File: config.mk
export PLATFORM = sky130hd
export DESIGN_NAME = sim_trap_monitor_flat
export DESIGN_NICKNAME = d
export VERILOG_FILES = /design/src/rtl/sim_trap_monitor_if.sv /design/src/rtl/sim_trap_monitor.sv /design/src/flat_wrapper.sv
export SDC_FILE = /design/constraint.sdc
export NUM_CORES = 1
export LEC_CHECK = 0
export BUFFER_PORTS_ARGS = -buffer_cell sky130_fd_sc_hd__clkbuf_2
export CAP_MARGIN = 5
export CORE_ASPECT_RATIO = 1.5
export CORE_MARGIN = 3
export CORE_UTILIZATION = 53
export DETAILED_ROUTE_END_ITERATION = 6
export PLACE_DENSITY = 0.76
export SLEW_MARGIN = 25
export SYNTH_ARGS = -nofsm -noshare
export SYNTH_HDL_FRONTEND = slang
export SYNTH_SLANG_ARGS = --single-unit
File: constraint.sdc
create_clock -name clk -period 3.51 [get_ports clk]
set_input_delay 0 -clock clk [delete_from_list [all_inputs] [get_ports clk]]
set_output_delay 0 -clock clk [all_outputs]
set_load 0.01 [all_outputs]
File: src/rtl/sim_trap_monitor_if.sv
// rtl/sim_trap_monitor_if.sv - retire-lane bundle observed by the end-of-test monitor
interface sim_trap_monitor_if #(
    parameter int XLEN    = 32,
    parameter int NCOMMIT = 1
);
    logic [NCOMMIT-1:0]      commit_valid;
    logic [NCOMMIT*XLEN-1:0] commit_pc;
    logic [NCOMMIT*XLEN-1:0] commit_instr;
    logic [XLEN-1:0]         a0_value;

    modport master (
        output commit_valid,
        output commit_pc,
        output commit_instr,
        output a0_value
    );

    modport slave (
        input commit_valid,
        input commit_pc,
        input commit_instr,
        input a0_value
    );
endinterface

File: src/rtl/sim_trap_monitor.sv
// rtl/sim_trap_monitor.sv - trap/timeout/stall end-of-test monitor with counters and PC trace ring
module sim_trap_monitor #(
    parameter int              XLEN        = 32,
    parameter int              NCOMMIT     = 1,
    parameter int              MAX_CYCLES  = 1000000,
    parameter int              STALL_LIMIT = 1024,
    parameter int              TRACE_DEPTH = 16,
    parameter logic [XLEN-1:0] TRAP_INSN   = 32'h00100073,
    parameter int              CNT_W       = 64,
    localparam int             IW          = $clog2(TRACE_DEPTH)
) (
    input  logic                clk,
    input  logic                rst,
    sim_trap_monitor_if.slave   cif,
    input  logic [IW-1:0]       trace_rd_idx_i,
    output logic [XLEN-1:0]     trace_rd_pc_o,
    output logic [IW:0]         trace_count_o,
    output logic                done_o,
    output logic [2:0]          status_o,
    output logic [CNT_W-1:0]    cycle_count_o,
    output logic [CNT_W-1:0]    instret_o,
    output logic [XLEN-1:0]     trap_pc_o
);
    localparam int TCW = IW + 1;
    localparam int CW  = $clog2(NCOMMIT + 1);
    localparam int SW  = $clog2(STALL_LIMIT + 1);

    localparam logic [2:0] ST_RUN     = 3'd0;
    localparam logic [2:0] ST_GOOD    = 3'd1;
    localparam logic [2:0] ST_BAD     = 3'd2;
    localparam logic [2:0] ST_UNKNOWN = 3'd3;
    localparam logic [2:0] ST_TIMEOUT = 3'd4;
    localparam logic [2:0] ST_STALL   = 3'd5;

    typedef enum logic {S_RUN, S_DONE} state_e;

    state_e            state_q, state_d;
    logic [2:0]        status_q, status_d;
    logic [CNT_W-1:0]  cycle_q, cycle_d;
    logic [CNT_W-1:0]  instret_q, instret_d;
    logic [XLEN-1:0]   trap_pc_q, trap_pc_d;
    logic [IW-1:0]     wptr_q, wptr_d;
    logic [TCW-1:0]    tcount_q, tcount_d;
    logic [SW-1:0]     stall_q, stall_d;
    logic [XLEN-1:0]   trace_q [TRACE_DEPTH];
    logic [XLEN-1:0]   trace_d [TRACE_DEPTH];

    logic              trap_hit;
    logic              any_valid;
    logic [CW-1:0]     n_cnt;
    logic [XLEN-1:0]   lane_pc;
    logic [IW-1:0]     rd_ptr;

    always_ff @(posedge clk) begin
        if (rst) begin
            state_q   <= S_RUN;
            status_q  <= ST_RUN;
            cycle_q   <= '0;
            instret_q <= '0;
            trap_pc_q <= '0;
            wptr_q    <= '0;
            tcount_q  <= '0;
            stall_q   <= '0;
        end else begin
            state_q   <= state_d;
            status_q  <= status_d;
            cycle_q   <= cycle_d;
            instret_q <= instret_d;
            trap_pc_q <= trap_pc_d;
            wptr_q    <= wptr_d;
            tcount_q  <= tcount_d;
            stall_q   <= stall_d;
        end
    end

    // Trace contents are don't-care after reset, so the ring carries no reset.
    always_ff @(posedge clk) begin
        trace_q <= trace_d;
    end

    always_comb begin
        state_d   = state_q;
        status_d  = status_q;
        cycle_d   = cycle_q;
        instret_d = instret_q;
        trap_pc_d = trap_pc_q;
        wptr_d    = wptr_q;
        tcount_d  = tcount_q;
        stall_d   = stall_q;
        trace_d   = trace_q;
        trap_hit  = 1'b0;
        any_valid = |cif.commit_valid;
        n_cnt     = '0;
        lane_pc   = '0;

        if (state_q == S_RUN) begin
            cycle_d = cycle_q + CNT_W'(1);
            // Lanes after the first valid trap are younger than the trap and never retire.
            for (int i = 0; i < NCOMMIT; i++) begin
                lane_pc = cif.commit_pc[i*XLEN +: XLEN];
                if (cif.commit_valid[i] && !trap_hit) begin
                    n_cnt           = n_cnt + CW'(1);
                    trace_d[wptr_d] = lane_pc;
                    wptr_d          = wptr_d + IW'(1);
                    if (cif.commit_instr[i*XLEN +: XLEN] == TRAP_INSN) begin
                        trap_hit  = 1'b1;
                        trap_pc_d = lane_pc;
                    end
                end
            end

            instret_d = instret_q + CNT_W'(n_cnt);
            if (32'(tcount_q) + 32'(n_cnt) >= 32'(TRACE_DEPTH)) begin
                tcount_d = TCW'(TRACE_DEPTH);
            end else begin
                tcount_d = tcount_q + TCW'(n_cnt);
            end
            stall_d = any_valid ? '0 : stall_q + SW'(1);

            if (trap_hit) begin
                state_d = S_DONE;
                if (cif.a0_value == '0) begin
                    status_d = ST_GOOD;
                end else if (cif.a0_value == XLEN'(1)) begin
                    status_d = ST_BAD;
                end else begin
                    status_d = ST_UNKNOWN;
                end
            end else if (cycle_d == CNT_W'(MAX_CYCLES)) begin
                state_d  = S_DONE;
                status_d = ST_TIMEOUT;
            end else if (!any_valid && stall_d == SW'(STALL_LIMIT)) begin
                state_d  = S_DONE;
                status_d = ST_STALL;
            end
        end
    end

    assign rd_ptr        = wptr_q - IW'(1) - trace_rd_idx_i;
    assign trace_rd_pc_o = ({1'b0, trace_rd_idx_i} < tcount_q) ? trace_q[rd_ptr] : '0;
    assign trace_count_o = tcount_q;
    assign done_o        = (state_q == S_DONE);
    assign status_o      = status_q;
    assign cycle_count_o = cycle_q;
    assign instret_o     = instret_q;
    assign trap_pc_o     = trap_pc_q;
endmodule

File: src/flat_wrapper.sv
// flat-port wrapper written by rule: the top's interface ports become plain ports
module sim_trap_monitor_flat 
#(
    parameter int              XLEN        = 32,
    parameter int              NCOMMIT     = 1,
    parameter int              MAX_CYCLES  = 1000000,
    parameter int              STALL_LIMIT = 1024,
    parameter int              TRACE_DEPTH = 16,
    parameter logic [XLEN-1:0] TRAP_INSN   = 32'h00100073,
    parameter int              CNT_W       = 64,
    localparam int             IW          = $clog2(TRACE_DEPTH)
)
  (clk, rst, trace_rd_idx_i, trace_rd_pc_o, trace_count_o, done_o, status_o, cycle_count_o, instret_o, trap_pc_o, cif_commit_valid, cif_commit_pc, cif_commit_instr, cif_a0_value);
  sim_trap_monitor_if #(.XLEN(XLEN), .NCOMMIT(NCOMMIT)) cif_i ();
  input  logic clk;
  input  logic rst;
  input  logic [IW-1:0] trace_rd_idx_i;
  output logic [XLEN-1:0] trace_rd_pc_o;
  output logic [IW:0] trace_count_o;
  output logic done_o;
  output logic [2:0] status_o;
  output logic [CNT_W-1:0] cycle_count_o;
  output logic [CNT_W-1:0] instret_o;
  output logic [XLEN-1:0] trap_pc_o;
  input wire logic [$bits(cif_i.commit_valid)-1:0] cif_commit_valid;
  input wire logic [$bits(cif_i.commit_pc)-1:0] cif_commit_pc;
  input wire logic [$bits(cif_i.commit_instr)-1:0] cif_commit_instr;
  input wire logic [$bits(cif_i.a0_value)-1:0] cif_a0_value;
  assign cif_i.commit_valid = cif_commit_valid;
  assign cif_i.commit_pc = cif_commit_pc;
  assign cif_i.commit_instr = cif_commit_instr;
  assign cif_i.a0_value = cif_a0_value;
  sim_trap_monitor #(.XLEN(XLEN), .NCOMMIT(NCOMMIT), .MAX_CYCLES(MAX_CYCLES), .STALL_LIMIT(STALL_LIMIT), .TRACE_DEPTH(TRACE_DEPTH), .TRAP_INSN(TRAP_INSN), .CNT_W(CNT_W)) u_core (.clk(clk), .rst(rst), .cif(cif_i), .trace_rd_idx_i(trace_rd_idx_i), .trace_rd_pc_o(trace_rd_pc_o), .trace_count_o(trace_count_o), .done_o(done_o), .status_o(status_o), .cycle_count_o(cycle_count_o), .instret_o(instret_o), .trap_pc_o(trap_pc_o));
endmodule
==> results of run 1 <==
## stage by stage
stage / setup TNS [ns] / util [%]
2_1_floorplan: 0 / -
3_3_place_gp: -0.0786 / 59.6
3_5_place_dp: -0.0644 / 59.6
4_1_cts: 0 / 64.6
5_1_grt: -0.0987 / 64.8
6_report: 0 / 64.8
## layout by cell type, fill, tap and decap left out, types with 39 or more instances in the layout
cell	n
mux2i_1	39
nand4_1	57
a211oi_1	52
xnor2_1	60
nand2_1	151
xor2_1	72
nand3_1	60
edfxtp_1	512
mux4_2	128
nor2_1	191
nor2b_1	39
a21oi_1	63
nor3_1	55
buf_4	112
clkbuf_2	302
clkbuf_16	61
dlygate4sd3_1	40
dfxtp_1	182
## layer usage
metal,GRT usage [%],part of all wire (%),vias to the layer above
met5,0,0,-
li1,-,-,8850
met3,5.66,7.4,197
met4,10.8,4.0,0
met2,49.7,53,964
met1,31.9,35,9955
## worst max-delay path by stage
stage                                         startpoint                         endpoint  slack [ns]  depth (start not counted)
global route               u_core.wptr_q[0]$_SDFFE_PP0P_                 trace_rd_pc_o[0]       -0.02                          9
detailed placement  u_core.cycle_count_o[0]$_SDFFE_PP0N_  u_core.status_o[2]$_SDFFE_PP0P_       -0.04                         12
floorplan           u_core.cycle_count_o[0]$_SDFFE_PP0N_  u_core.status_o[2]$_SDFFE_PP0P_       0.007                         11
global placement    u_core.cycle_count_o[0]$_SDFFE_PP0N_  u_core.status_o[2]$_SDFFE_PP0P_       -0.04                         11
finish                     u_core.wptr_q[0]$_SDFFE_PP0P_                 trace_rd_pc_o[0]        0.06                          9
CTS                        u_core.wptr_q[0]$_SDFFE_PP0P_                 trace_rd_pc_o[0]      0.0003                          9
## state kept, by name (all words and copies together) (netlist names)
| register | count |
|---|---|
| u_core.instret_o | 64 |
| u_core.stall_q | 11 |
| u_core.done_o | 1 |
| u_core.cycle_count_o | 64 |
| u_core.wptr_q | 4 |
| u_core.status_o | 3 |
| u_core.trap_pc_o | 32 |
| u_core.trace_q | 512 |
| u_core.trace_count_o | 5 |
## report_power, final
part | leakage [uW] | internal (uW) | switching (uW) | total [uW]
clock network | 0.00106 | 4200 | 3100 | 7300
registers | 0.00611 | 8900 | 36.4 | 8940
logic | 0.00506 | 863 | 960 | 1820
## tightest hold or removal path: stages
cell and delay, ns:
clkbuf_2 0.07, nor4_1 0.04, nand4_1 0.10, o311a_1 0.22, a211oi_2 0.05, nor3_1 0.16
## cell type report
class | instances | share of cell area, %
clock buffers | 72 | 4.53
clock inverters | 43 | 1.64
inverters | 21 | 0.222
multi-input cells | 1257 | 28.4
flip-flops and latches | 696 | 53.7
well taps | 695 | 2.45
repair buffers | 479 | 9.12
## logic make-up (layout without fill, tap and decap cells)
kind of cell / Yosys count / after routing / synth area share, %
compound gates: 213 / 213 / 4.70
xor+xnor: 134 / 134 / 4.00
fa+ha+maj: 18 / 18 / 0.792
buf+inv: 148 / 615 / 1.97
flops: 696 / 696 / 64.9
mux: 167 / 167 / 11.1
simple gates: 725 / 725 / 12.5
## timing repair
action,4_1_cts,5_1_grt
hold endpoints to repair,627,0
pin swaps,1,4
buffers inserted,5,1
setup endpoints to repair,35,27
gates cloned,1,0
gates resized for setup,8,23
hold buffers,40,0
==> metrics.cfg, run 1 <==
[worst_setup_path]
crit_slowest_cell=fa_4
critPathMaxStageDelay_ns=0.85
cp_max_fo=13
path_delay_family=adder cells
cp_common_cell=a211oi_2
reg2reg_depth=12
rrSetupSlack_ns=0.20
r2r_end=u_core.status_o[2]$_SDFFE_PP0P_
crit_chain=ha_4, fa_4, buf_12, buf_4, mux4_2, nor2b_1, a211oi_2, a211oi_2, clkbuf_2
cp-start-kind=flip-flop
end_kind=primary output
r2r_start=u_core.cycle_count_o[0]$_SDFFE_PP0N_
required_ns=3.51
crit_arrival_ns=3.45
worstSetupPathType=flip-flop to primary output
path_buf_inv=3

[floorplan]
num_rows=105
die_area_um2=58300
die_y_um=294
coreArea_um2=54800
die_x_um=198
initial_utilization_pct=53.6
io-pin-count=304

[synth]
ys.warnings.count=0
yosysMostFrequentCell=edfxtp_1
seq_area_frac_synth_pct=64.9
synth_common_cells=512 x edfxtp_1, 205 x nor2_1, 184 x dfxtp_1
synth.top_cell.area_share_pct=52.4
syn_avg_cell_area_um2=14.0
syn_nets=2222
synth_cells=2101
synth_area_leaders=edfxtp_1 52%, dfxtp_1 13%, mux4_2 9.8%, nor2_1 2.6%, xor2_1 2.2%
ys_seq_elements=696
synth_cell_types=65
async_reset_ff_share_pct=0
yosys.area.top_type=edfxtp_1
ys.flop_type=edfxtp_1
synth_area_um2=29400
synth-edff-count=512

[hold_path]
hp-start=cif_a0_value[7]
hp-class=input port to flip-flop
holdPathEnd=u_core.status_o[1]$_SDFFE_PP0P_
hold_depth=6

[place]
place_ws_ns=-0.0354
dp.final_hpwl_um=51900
port_buffers=303
place_area_um2=32700
dp.cells=3101
gp_congestion=0.969

[cts]
cts_tree=built
clk_pin_slew_ns=0.07
cts_made_buffers=61
cts.path.max_buffers=3
root_buffer=clkbuf_16
clock-sinks=696
clk_latency_ns=0.64
cts.htree.levels=2

[timing]
worstMarginPinSlew_ns=0.896
fin_crit_ns=3.45
clock.fmax_mhz=290
slew_violations=0
maxSlewHeadroom_pct=40.3
finalCritPeriodShare_pct=98.2
timing.final.hold_violations=0
layout_setup_ws_ns=0.0625
setup_viol_count_final=0
holdWs_ns=0.0906
rsz0062_at_grt=yes
skew_ns=0.0203

[cells_and_area]
regArea_um2=19100
syn2layout_area_growth_pct=20.9
drive_above_1_share_pct=28.9
nNetsFinal=2637
multiInputGateArea_um2=10100
diodes=0
n_fill_cell=3868
final_area_um2=35500
post_layout_nonfiller_instances=3263

[route]
num_vias=19966
routed_wl_um=80700
avgViaCountPerCell=6.12
drt.antenna.violating_nets=0
wire_per_inst_um=24.7
dr.first_iter.drc_count=1482
dr.pass1.iters=5
drc_errors=0

[power]
powerDensity_nw_per_um2=509
p_total_uw=18100
p_leak_uw=0.0122
vdd_drop_max_mv=0.434

[global_route]
grt.overflow.total=0
grt_pass1_wl_um=122000
grt_pass1_vias=20484
gr-usage-all-layers_pct=27.5
antenna_found_initial=0
grt_max_degree=107

[run]
maxCapViolCount=0

[run_status]
run_status=finished, final reports clean

(Power assumes the default switching activity.)
==> inputs of run 2 (changes only) <==
--- a/config.mk
+++ b/config.mk
@@ -12,6 +12,7 @@
 export CORE_UTILIZATION = 53
 export DETAILED_ROUTE_END_ITERATION = 6
 export PLACE_DENSITY = 0.76
+export REMOVE_ABC_BUFFERS = 1
 export SLEW_MARGIN = 25
 export SYNTH_ARGS = -nofsm -noshare
 export SYNTH_HDL_FRONTEND = slang
==> run 2 against run 1 <==
Compared with the run above: cell area fell by 0.17%; combinational power fell by 3%; via count is 0.32% lower; critical endpoint unchanged; largest power group unchanged.
==> metrics.cfg, run 2 (synthesis gave the netlist of run 1 again) <==
[run_status]
run_status=finished, final reports clean

[floorplan]
initial_utilization_pct=53.6
die_y_um=294
die_x_um=198
io-pin-count=304
die_area_um2=58300
coreArea_um2=54800
num_rows=105

[worst_setup_path]
reg2reg_depth=11
rrSetupSlack_ns=0.17
cp-startpoint=u_core.wptr_q[0]$_SDFFE_PP0P_
crit_arrival_ns=3.42
worstSetupPathType=flip-flop to primary output
crit_path_end=trace_rd_pc_o[0]
r2r_end=u_core.status_o[2]$_SDFFE_PP0P_
cp-start-kind=flip-flop
r2r_start=u_core.cycle_count_o[0]$_SDFFE_PP0N_
cp_max_fo=34
end_kind=primary output
required_ns=3.51

[cells_and_area]
final_common_cell=edfxtp_1
largest_reg_flops=512
syn2layout_area_growth_pct=20.7
layout_common_cells=512 x edfxtp_1, 302 x clkbuf_2, 191 x nor2_1
nNetsFinal=2645
regMostFlops=u_core.trace_q
drive_above_1_share_pct=28.4

[global_route]
grt_use_met3_pct=5.16
gr-usage-all-layers_pct=27.9
grt.overflow.total=0
antenna_found_initial=1
grt_use_met1_pct=32.9
globalRoute.busiestLayer=met2
grt_pass1_wl_um=123000
grtUsageMet2_pct=49.0
grt_max_degree=92
grt_pass1_vias=20849

[cts]
clk_latency_ns=0.60
cts.path.max_buffers=3
clk_pin_slew_ns=0.07
clock-sinks=696
cts_tree=built
cts.htree.levels=3
root_buffer=clkbuf_16
cts_setup_buffers=0
cts_made_buffers=66

[hold_path]
hp-class=input port to flip-flop
hold_depth=6

[power]
pwr-share-clk_pct=40.3
switching_share_pct=22.8
p_leak_uw=0.0123
powerDensity_nw_per_um2=506
p_sw_uw=4090
pwr-share-comb_pct=9.8
vdd_drop_max_mv=0.347
p_int_uw=13800
seq_power_share_pct=49.9

[timing]
skew_ns=0.0160
rsz0062_at_grt=yes
fin_crit_ns=3.42
holdWs_ns=0.0621
tns_ns=0
worstMarginPinSlew_ns=0.839
timing.final.hold_violations=0
setup_viol_count_final=0
maxSlewHeadroom_pct=44.0
slew_violations=0
clock.fmax_mhz=292
finalCritPeriodShare_pct=97.4

[route]
wire_per_inst_um=24.6
num_vias=19902
drt.antenna.violating_nets=0
dr.pass1.iters=5
drc_errors=0
routed_wl_um=80700
dr.first_iter.drc_count=1424
avgViaCountPerCell=6.08

[place]
port_buffers=303
dp.final_hpwl_um=51200
gp_congestion=0.963

[run]
maxCapViolCount=0

[run 2: worst min path at each step]
stage | slack (ns) | endpoint | start
floorplan | 0.07 | u_core.cycle_count_o[28]$_SDFFE_PP0N_ | rst
global placement | 0.39 | u_core.instret_o[0]$_SDFFE_PP0N_ | cif_commit_valid
detailed placement | 0.40 | trap_pc_o[20] | u_core.trap_pc_o[20]$_SDFFE_PP0P_
CTS | 0.008 | u_core.status_o[1]$_SDFFE_PP0P_ | cif_a0_value[18]
global route | 0.12 | u_core.status_o[1]$_SDFFE_PP0P_ | cif_a0_value[21]
finish | 0.06 | u_core.status_o[1]$_SDFFE_PP0P_ | cif_a0_value[18]
[run 2: repair_timing]
item	in CTS	in global routing
resized for setup	11	10
endpoints found under the setup margin	20	28
hold endpoints to repair	618	0
pin swaps	0	1
hold buffers	45	0
[run 2: critical path, stage by stage (launching register included)]
cell,delay (ns)
dfxtp_2,0.36
ha_4,0.17
fa_4,0.89
buf_12,0.27
mux4_2,0.35
nor2b_1,0.16
a211oi_2,0.33
a211oi_1,0.12
clkbuf_2,0.17
[run 2: layout make-up]
| cell class | instances | area (um2) |
|---|---|---|
| inverters | 21 | 78.8 |
| repair buffers | 482 | 3260 |
| clock buffers | 82 | 1770 |
| flip-flops and latches | 696 | 19100 |
| clock inverters | 39 | 414 |
| multi-input cells | 1257 | 9980 |
| well taps | 695 | 870 |
| fillers | 3921 | 19300 |
| diodes | 1 | 2.50 |
[run 2: stage by stage]
stage | cells | setup slack (ns) | power, uW | utilization, % | instance area (um2)
finish | 3273 | 0.0904 | 17900 | 64.7 | 35400
global route | 3273 | -0.0176 | 18500 | 64.7 | 35400
CTS | 3272 | -0.0190 | 18100 | 64.6 | 35400
detailed placement | 3106 | -0.223 | 10800 | 59.7 | 32700
global placement | 3106 | -0.268 | 10800 | 59.7 | 32700
floorplan | 1974 | -3.07 | 10300 | - | 28900
[run 2: layer usage]
| metal | wire length, um | vias to the layer above | share of wire, % |
|---|---|---|---|
| li1 | - | 8879 | - |
| met1 | 28700 | 9951 | 36 |
| met2 | 42700 | 871 | 53 |
| met3 | 5570 | 201 | 6.9 |
| met4 | 3660 | 0 | 4.5 |
| met5 | 0 | - | 0 |
[run 2: power groups by stage]
stage / registers, uW / clock network, uW / logic, uW
6_report: 8940 / 7220 / 1760
5_1_grt: 8940 / 7670 / 1900
4_1_cts: 8930 / 7370 / 1770
3_5_place_dp: 9110 / 0 / 1700
3_3_place_gp: 9100 / 0 / 1650
2_1_floorplan: 9120 / 0 / 1220
